==> src/rtl/pipe_adder_if.sv <==
// Operand/result stream bundle for pipe_adder.
// The slave modport is the adder itself. The master modport is whoever
// feeds operands and drains results.
// ovf exists only when PIPE_ADDER_OVERFLOW_EN is defined.
interface pipe_adder_if #(
    parameter int WIDTH = 32
);
    logic             in_valid;
    logic             in_ready;
    logic [WIDTH-1:0] a;
    logic [WIDTH-1:0] b;
    logic             c_in;
    logic             sub;
    logic             out_valid;
    logic             out_ready;
    logic [WIDTH-1:0] sum;
    logic             c_out;
`ifdef PIPE_ADDER_OVERFLOW_EN
    logic             ovf;

    modport master (
        output in_valid, a, b, c_in, sub, out_ready,
        input  in_ready, out_valid, sum, c_out, ovf
    );

    modport slave (
        input  in_valid, a, b, c_in, sub, out_ready,
        output in_ready, out_valid, sum, c_out, ovf
    );
`else
    modport master (
        output in_valid, a, b, c_in, sub, out_ready,
        input  in_ready, out_valid, sum, c_out
    );

    modport slave (
        input  in_valid, a, b, c_in, sub, out_ready,
        output in_ready, out_valid, sum, c_out
    );
`endif
endinterface

==> src/rtl/pipe_adder.sv <==
// Pipelined WIDTH-bit add/subtract unit with carry-in and carry-out.
//
// The carry chain is cut into STAGES slices of SW = WIDTH/STAGES bits, with
// one register stage per slice. Stage k adds slice k of the operands to the
// carry that stage k-1 registered. Operand bits that are not yet consumed
// travel alongside as skew. Result slices that are already finished travel
// alongside as deskew. Because every stage registers full-width copies,
// the same datapath works for any STAGES, including STAGES = 1.
//
// The whole pipe stalls globally whenever a result is presented and not
// taken. This gives latency STAGES and one beat per cycle when unstalled.
//
// Optional feature: define PIPE_ADDER_OVERFLOW_EN to add the signed-overflow
// output ovf. ovf is registered alongside the final result slice.
module pipe_adder #(
    parameter int WIDTH  = 32,
    parameter int STAGES = 4
) (
    input  logic         clk,
    input  logic         rst,
    pipe_adder_if.slave  bus
);

    localparam int SW = WIDTH / STAGES;

    logic             advance;

    // Stage registers; index k holds what stage k produced.
    logic             v_q [STAGES];
    logic             c_q [STAGES];
    logic [WIDTH-1:0] a_q [STAGES];
    logic [WIDTH-1:0] b_q [STAGES];
    logic [WIDTH-1:0] s_q [STAGES];

    // Stage inputs and combinational slice results.
    logic             v_in  [STAGES];
    logic             cy_in [STAGES];
    logic [WIDTH-1:0] a_in  [STAGES];
    logic [WIDTH-1:0] b_in  [STAGES];
    logic [WIDTH-1:0] s_in  [STAGES];
    logic [SW:0]      slice [STAGES];
    logic             c_nx  [STAGES];
    logic [WIDTH-1:0] s_nx  [STAGES];

    assign advance       = ~v_q[STAGES-1] | bus.out_ready;
    assign bus.in_ready  = advance;
    assign bus.out_valid = v_q[STAGES-1];
    assign bus.sum       = s_q[STAGES-1];
    assign bus.c_out     = c_q[STAGES-1];

    // Per-stage input selection and slice addition.
    // Stage 0 conditions the operands for subtract.
    // Each later stage takes the previous stage's registers.
    always_comb begin
        for (int k = 0; k < STAGES; k++) begin
            if (k == 0) begin
                v_in[k]  = bus.in_valid;
                cy_in[k] = bus.c_in ^ bus.sub;
                a_in[k]  = bus.a;
                b_in[k]  = bus.sub ? ~bus.b : bus.b;
                s_in[k]  = '0;
            end else begin
                v_in[k]  = v_q[(k > 0) ? k - 1 : 0];
                cy_in[k] = c_q[(k > 0) ? k - 1 : 0];
                a_in[k]  = a_q[(k > 0) ? k - 1 : 0];
                b_in[k]  = b_q[(k > 0) ? k - 1 : 0];
                s_in[k]  = s_q[(k > 0) ? k - 1 : 0];
            end
            slice[k] = {1'b0, a_in[k][k*SW +: SW]}
                     + {1'b0, b_in[k][k*SW +: SW]}
                     + {{SW{1'b0}}, cy_in[k]};
            c_nx[k]  = slice[k][SW];
            s_nx[k]  = s_in[k];
            s_nx[k][k*SW +: SW] = slice[k][SW-1:0];
        end
    end

    // Pipeline registers.
    // All stages advance together and are cleared on reset, so no stale
    // beat survives a reset.
    always_ff @(posedge clk or posedge rst) begin
        if (rst) begin
            for (int k = 0; k < STAGES; k++) begin
                v_q[k] <= 1'b0;
                c_q[k] <= 1'b0;
                a_q[k] <= '0;
                b_q[k] <= '0;
                s_q[k] <= '0;
            end
        end else if (advance) begin
            for (int k = 0; k < STAGES; k++) begin
                v_q[k] <= v_in[k];
                c_q[k] <= c_nx[k];
                a_q[k] <= a_in[k];
                b_q[k] <= b_in[k];
                s_q[k] <= s_nx[k];
            end
        end
    end

`ifdef PIPE_ADDER_OVERFLOW_EN
    localparam int MSB = WIDTH - 1;

    logic ovf_q;
    logic ovf_nx;

    // The skew registers still hold the operand MSBs that were captured at
    // accept, so overflow is formed in the final stage next to the result MSB.
    assign ovf_nx = (a_in[STAGES-1][MSB] == b_in[STAGES-1][MSB])
                  & (s_nx[STAGES-1][MSB] != a_in[STAGES-1][MSB]);

    // Overflow flag register, aligned with sum.
    always_ff @(posedge clk or posedge rst) begin
        if (rst) begin
            ovf_q <= 1'b0;
        end else if (advance) begin
            ovf_q <= ovf_nx;
        end
    end

    assign bus.ovf = ovf_q;
`endif

endmodule

==> src/flat_wrapper.sv <==
// flat-port wrapper written by rule: the top's interface ports become plain ports
module pipe_adder_flat 
#(
    parameter int WIDTH  = 32,
    parameter int STAGES = 4
)
  (clk, rst, bus_in_valid, bus_a, bus_b, bus_c_in, bus_sub, bus_out_ready, bus_in_ready, bus_out_valid, bus_sum, bus_c_out);
  pipe_adder_if #(.WIDTH(WIDTH)) bus_i ();
  input  logic clk;
  input  logic rst;
  input wire logic [$bits(bus_i.in_valid)-1:0] bus_in_valid;
  input wire logic [$bits(bus_i.a)-1:0] bus_a;
  input wire logic [$bits(bus_i.b)-1:0] bus_b;
  input wire logic [$bits(bus_i.c_in)-1:0] bus_c_in;
  input wire logic [$bits(bus_i.sub)-1:0] bus_sub;
  input wire logic [$bits(bus_i.out_ready)-1:0] bus_out_ready;
  output wire logic [$bits(bus_i.in_ready)-1:0] bus_in_ready;
  output wire logic [$bits(bus_i.out_valid)-1:0] bus_out_valid;
  output wire logic [$bits(bus_i.sum)-1:0] bus_sum;
  output wire logic [$bits(bus_i.c_out)-1:0] bus_c_out;
  assign bus_i.in_valid = bus_in_valid;
  assign bus_i.a = bus_a;
  assign bus_i.b = bus_b;
  assign bus_i.c_in = bus_c_in;
  assign bus_i.sub = bus_sub;
  assign bus_i.out_ready = bus_out_ready;
  assign bus_in_ready = bus_i.in_ready;
  assign bus_out_valid = bus_i.out_valid;
  assign bus_sum = bus_i.sum;
  assign bus_c_out = bus_i.c_out;
  pipe_adder #(.WIDTH(WIDTH), .STAGES(STAGES)) u_core (.clk(clk), .rst(rst), .bus(bus_i));
endmodule
==> config.mk <==
export PLATFORM = sky130hd
export DESIGN_NAME = pipe_adder_flat
export DESIGN_NICKNAME = d
export VERILOG_FILES = /design/src/rtl/pipe_adder_if.sv /design/src/rtl/pipe_adder.sv /design/src/flat_wrapper.sv
export SDC_FILE = /design/constraint.sdc
export NUM_CORES = 1
export LEC_CHECK = 0
export CORE_UTILIZATION = 50
export CTS_BUF_LIST = sky130_fd_sc_hd__clkbuf_2 sky130_fd_sc_hd__clkbuf_4 sky130_fd_sc_hd__clkbuf_8
export DETAILED_ROUTE_END_ITERATION = 7
export GPL_TIMING_DRIVEN = 0
export HOLD_SLACK_MARGIN = 0.15
export PLACE_DENSITY = 0.72
export SLEW_MARGIN = 20
export SYNTH_ARGS = -nofsm -noshare
export SYNTH_HDL_FRONTEND = slang
export SYNTH_SLANG_ARGS = --single-unit
==> constraint.sdc <==
create_clock -name clk -period 8.69 [get_ports clk]
set_clock_uncertainty 0.05 [all_clocks]
set_input_delay 1.738 -clock clk [delete_from_list [all_inputs] [get_ports clk]]
set_output_delay 1.738 -clock clk [all_outputs]
set_load 0.03 [all_outputs]
# == Word level (Yosys, flattened, before mapping) ==
# Cells that the tools add are included.
# classes
mux,1
addsub,8
bitwise_logic,4
# op_table
cell,n
$add 8x8->9,4
$add 9x1->9,4
$mux 32,1
$not 32->32,1
$not 1->1,1
$or 1x1->1,1
$xor 1x1->1,1
# word_totals
ff_bits,280
input_bits,70
output_inout_bits,35
wordCells,31

# == Logic depth before layout (Yosys ltp) ==
# logic_depth
depth_word,4
depth_mapped,11
depth_no_buf,9

# == Least setup slack after synthesis ==
# OpenSTA, ideal clock, no wires.
# synth_path
path_kind,input to output
startpoint,input port bus_out_ready
endpoint,output port bus_in_ready
n_path_buf,2
required_ps,6902
arrival_ps,2495
setup_slack_ps,4407
stages,4
cell_sequence,nor2b_1 -> buf_2 -> inv_2 -> clkbuf_1
# synth_via
elab_chain_len,1
# synth_rtl
item,line,text
start: declaration,flat_wrapper.sv:16,input wire logic [$bits(bus_i.out_ready)-1:0] bus_out_ready;
$or 1x1->1,pipe_adder.sv:45,assign advance = ~v_q[STAGES-1] | bus.out_ready;
end: declaration,flat_wrapper.sv:17,output wire logic [$bits(bus_i.in_ready)-1:0] bus_in_ready;
# Every way passes these cells.

# == Final worst setup path ==
# Ends and elaborated chain as after synthesis.

==> flow_metrics.py <==
metrics = {
    "final_layout": {
        "regArea_um2": 4600,
        "nets": 1141,
        "fin_util_pct": 62.9,
        "area_delta_synth_final_pct": 21.9,
        "mostFrequentLayoutCells": "431 x nand2_1, 184 x dfrtp_1, 103 x clkdlybuf4s50_1, 63 x o21ai_0, 28 x ha_1",
        "multi_input_area_um2": 3430,
        "n_fill_cell": 1460,
        "layout.cells.non_filler": 1263,
        "antennaDiodeCount": 0,
        "drive_gt1_share_pct": 4.97,
        "layout_commonest_cell": "nand2_1",
    },
    "global_route": {
        "grt-ovfl-total": 0,
        "track_usage_pct": 23.9,
        "antenna_found_initial": 0,
        "grt_pass1_vias": 6183,
        "grt_max_degree": 70,
        "grt_pass1_wl_um": 30300,
    },
    "place": {
        "gp_congestion": 0.856,
        "dpl.cell_count": 1232,
        "io_buffers": 103,
        "hpwl_um": 13200,
    },
    "yosys": {
        "synth_nets": 1017,
        "ys_seq_elements": 184,
        "postSynthAreaPerCell_um2": 9.07,
        "syn_area_um2": 8260,
        "ys_seq_area_share_pct": 55.7,
        "synth_cell_types": 29,
        "syn_inst": 911,
        "synth-warning-count": 0,
    },
    "routing": {
        "wl_per_cell_um": 14.4,
        "drt_iter0_drc": 354,
        "dr.pass1.iters": 5,
        "vias": 6324,
        "wl_um": 18200,
        "ant_nets": 0,
        "viasPerCell": 5.01,
        "drc": 0,
    },
    "timing": {
        "finalSetupViolCount": 0,
        "hold_slack_ps": 415,
        "max_freq_mhz": 175,
        "finalCritPeriodShare_pct": 65.9,
        "max_slew.worst_pin.slew_ps": 684,
        "tns_ps": 0,
        "rsz0062_at_grt": "no",
        "period_needed_ps": 5720,
        "finalMaxSlewViolations": 0,
        "relSlewSlack_pct": 54.4,
        "hold_viol": 0,
    },
    "floorplan": {
        "ioPinCount": 105,
        "initial_core_util_pct": 51.6,
        "row_count": 46,
        "dieArea_um2": 17000,
        "core_um2": 16000,
        "die_w_um": 131,
        "fp.dieH_um": 131,
    },
    "cts": {
        "cts_hold_buf": 0,
        "clock_latency_ps": 460,
        "path_clk_slew_ps": 80,
        "cts_num_sinks": 184,
        "cts_resized": 0,
        "cts_root_buf": "clkbuf_8",
        "clockBufferDepth": 2,
        "cts_inserted_buffers": 17,
        "htreeDepth": 4,
        "cts_setup_buffers": 0,
        "cts_tree": "built",
    },
    "pwr": {
        "leakagePower_uw": 0.00489,
        "ir_drop_mv": 0.148,
        "p_clk_share_pct": 17.5,
        "powerDensity_nw_per_um2": 356,
        "total_power_uw": 3590,
        "p_switching_uw": 1400,
        "seq_power_share_pct": 40.7,
        "comb_power_share_pct": 41.8,
        "sw_frac_of_total_pct": 39.2,
        "internal_power_uw": 2180,
    },
    "worst_setup_path": {
        "critPathCaptureType": "output pin",
        "worstPathArrival_ps": 3940,
        "cp_max_fo": 10,
        "crit_type": "input pin to output pin",
        "cp.required_ps": 6900,
        "r2r_setup_slack_ps": 6270,
        "cp-start-kind": "input pin",
    },
    "status": {
        "status": "finished, final reports clean",
    },
    "run": {
        "drv_cap": 0,
    },
    "hold_path": {
        "hold_path_class": "flip-flop to flip-flop",
    },
}
[per-layer routing]
metal  up-vias  share of wire [%]  track usage (%)
li1       3154                  -                -
met1      3020                 45             31.5
met2       125                 48             39.2
met3        25                5.0             5.82
met4         0                1.7             7.51
met5         -                  0                0
[cells in the mapped netlist]
master      n  area, um^2
o21ai_0    63         315
xnor2_1    25         219
o31a_1      3        26.3
nor2_1     16        60.1
a21o_1      8        60.1
buf_2      15        75.1
a41oi_1     1        8.76
inv_1      11        41.3
nor2b_1     5        31.3
o21bai_1    4        30.0
ha_1       28         350
o211ai_1    4        30.0
nor2b_4     1        13.8
nand2b_1    3        18.8
xor2_1     22         193
nand2_1   431        1620
a31oi_1     5        31.3
dfrtp_1   184        4600
nor3_1     11        55.1
or2_2       1        6.26
o21a_1      2        15.0
o311a_1     1        10.0
inv_2       1        3.75
buf_1       8        30.0
a21oi_1    14        70.1
clkbuf_1   21        78.8
or3_1       3        18.8
fa_1        8         160
a211oi_1   12        90.1
[layout make-up]
| type | count | area share, % |
|---|---|---|
| clock inverter | 6 | 1.11 |
| multi-input combinational | 671 | 34.1 |
| clock buffer | 25 | 3.29 |
| inverter | 12 | 0.522 |
| timing repair buffer | 105 | 10.8 |
| sequential | 184 | 45.7 |
| tap | 216 | 2.68 |
| buffer | 44 | 1.83 |
[worst max-delay path: stages]
cell and delay (ps):
clkdlybuf4s50_1 470, nor2b_1 50, buf_2 180, inv_2 140, clkbuf_1 550, clkdlybuf4s50_1 800
[stage by stage]
stage / area (um^2) / setup slack [ps]
after floorplan: 8260 / 1900
after global placement: 9570 / -503
after detailed placement: 9630 / 2970
after CTS: 10100 / 2960
after global routing: 10100 / 2880
final: 10100 / 2970
[state kept, by name, indices dropped and copies added, names as in the netlist]
| register | cells |
|---|---|
| u_core.s_in | 48 |
| u_core.bus.out_valid | 1 |
| u_core.bus.c_out | 1 |
| u_core.a_in | 48 |
| u_core.b_in | 48 |
| u_core.c_q | 3 |
| u_core.v_in | 3 |
| u_core.bus.sum | 32 |
[cells by family after synthesis]
| family | after synthesis | synth area share, % |
|---|---|---|
| simple gates | 471 | 22.0 |
| flops | 184 | 55.7 |
| compound gates | 117 | 8.31 |
| buf+inv | 56 | 2.77 |
| xor+xnor | 47 | 4.98 |
| fa+ha+maj | 36 | 6.18 |
[worst paths after layout]
| check | start | to | depth (start not counted) |
|---|---|---|---|
| setup / recovery | bus_out_ready | bus_in_ready | 6 |
| hold / removal | u_core.bus.sum[1] | u_core.bus.sum[1] | 2 |
| setup reg to reg | u_core.b_in[24] | u_core.bus.sum[30] | 7 |
| hold reg to reg | u_core.bus.sum[1] | u_core.bus.sum[1] | 2 |
| max in group asynchronous | rst | u_core.a_in[48] | 3 |
| min in group asynchronous | rst | u_core.s_in[3] | 2 |
[power groups by stage]
| stage | sequential [uW] | combinational, uW | clock [uW] |
|---|---|---|---|
| 2_1_floorplan | 1570 | 901 | 0 |
| 3_3_place_gp | 1470 | 1460 | 0 |
| 3_5_place_dp | 1480 | 1510 | 0 |
| 4_1_cts | 1460 | 1510 | 637 |
| 5_1_grt | 1500 | 1700 | 674 |
| 6_report | 1460 | 1500 | 627 |
(Power assumes the default switching activity.)
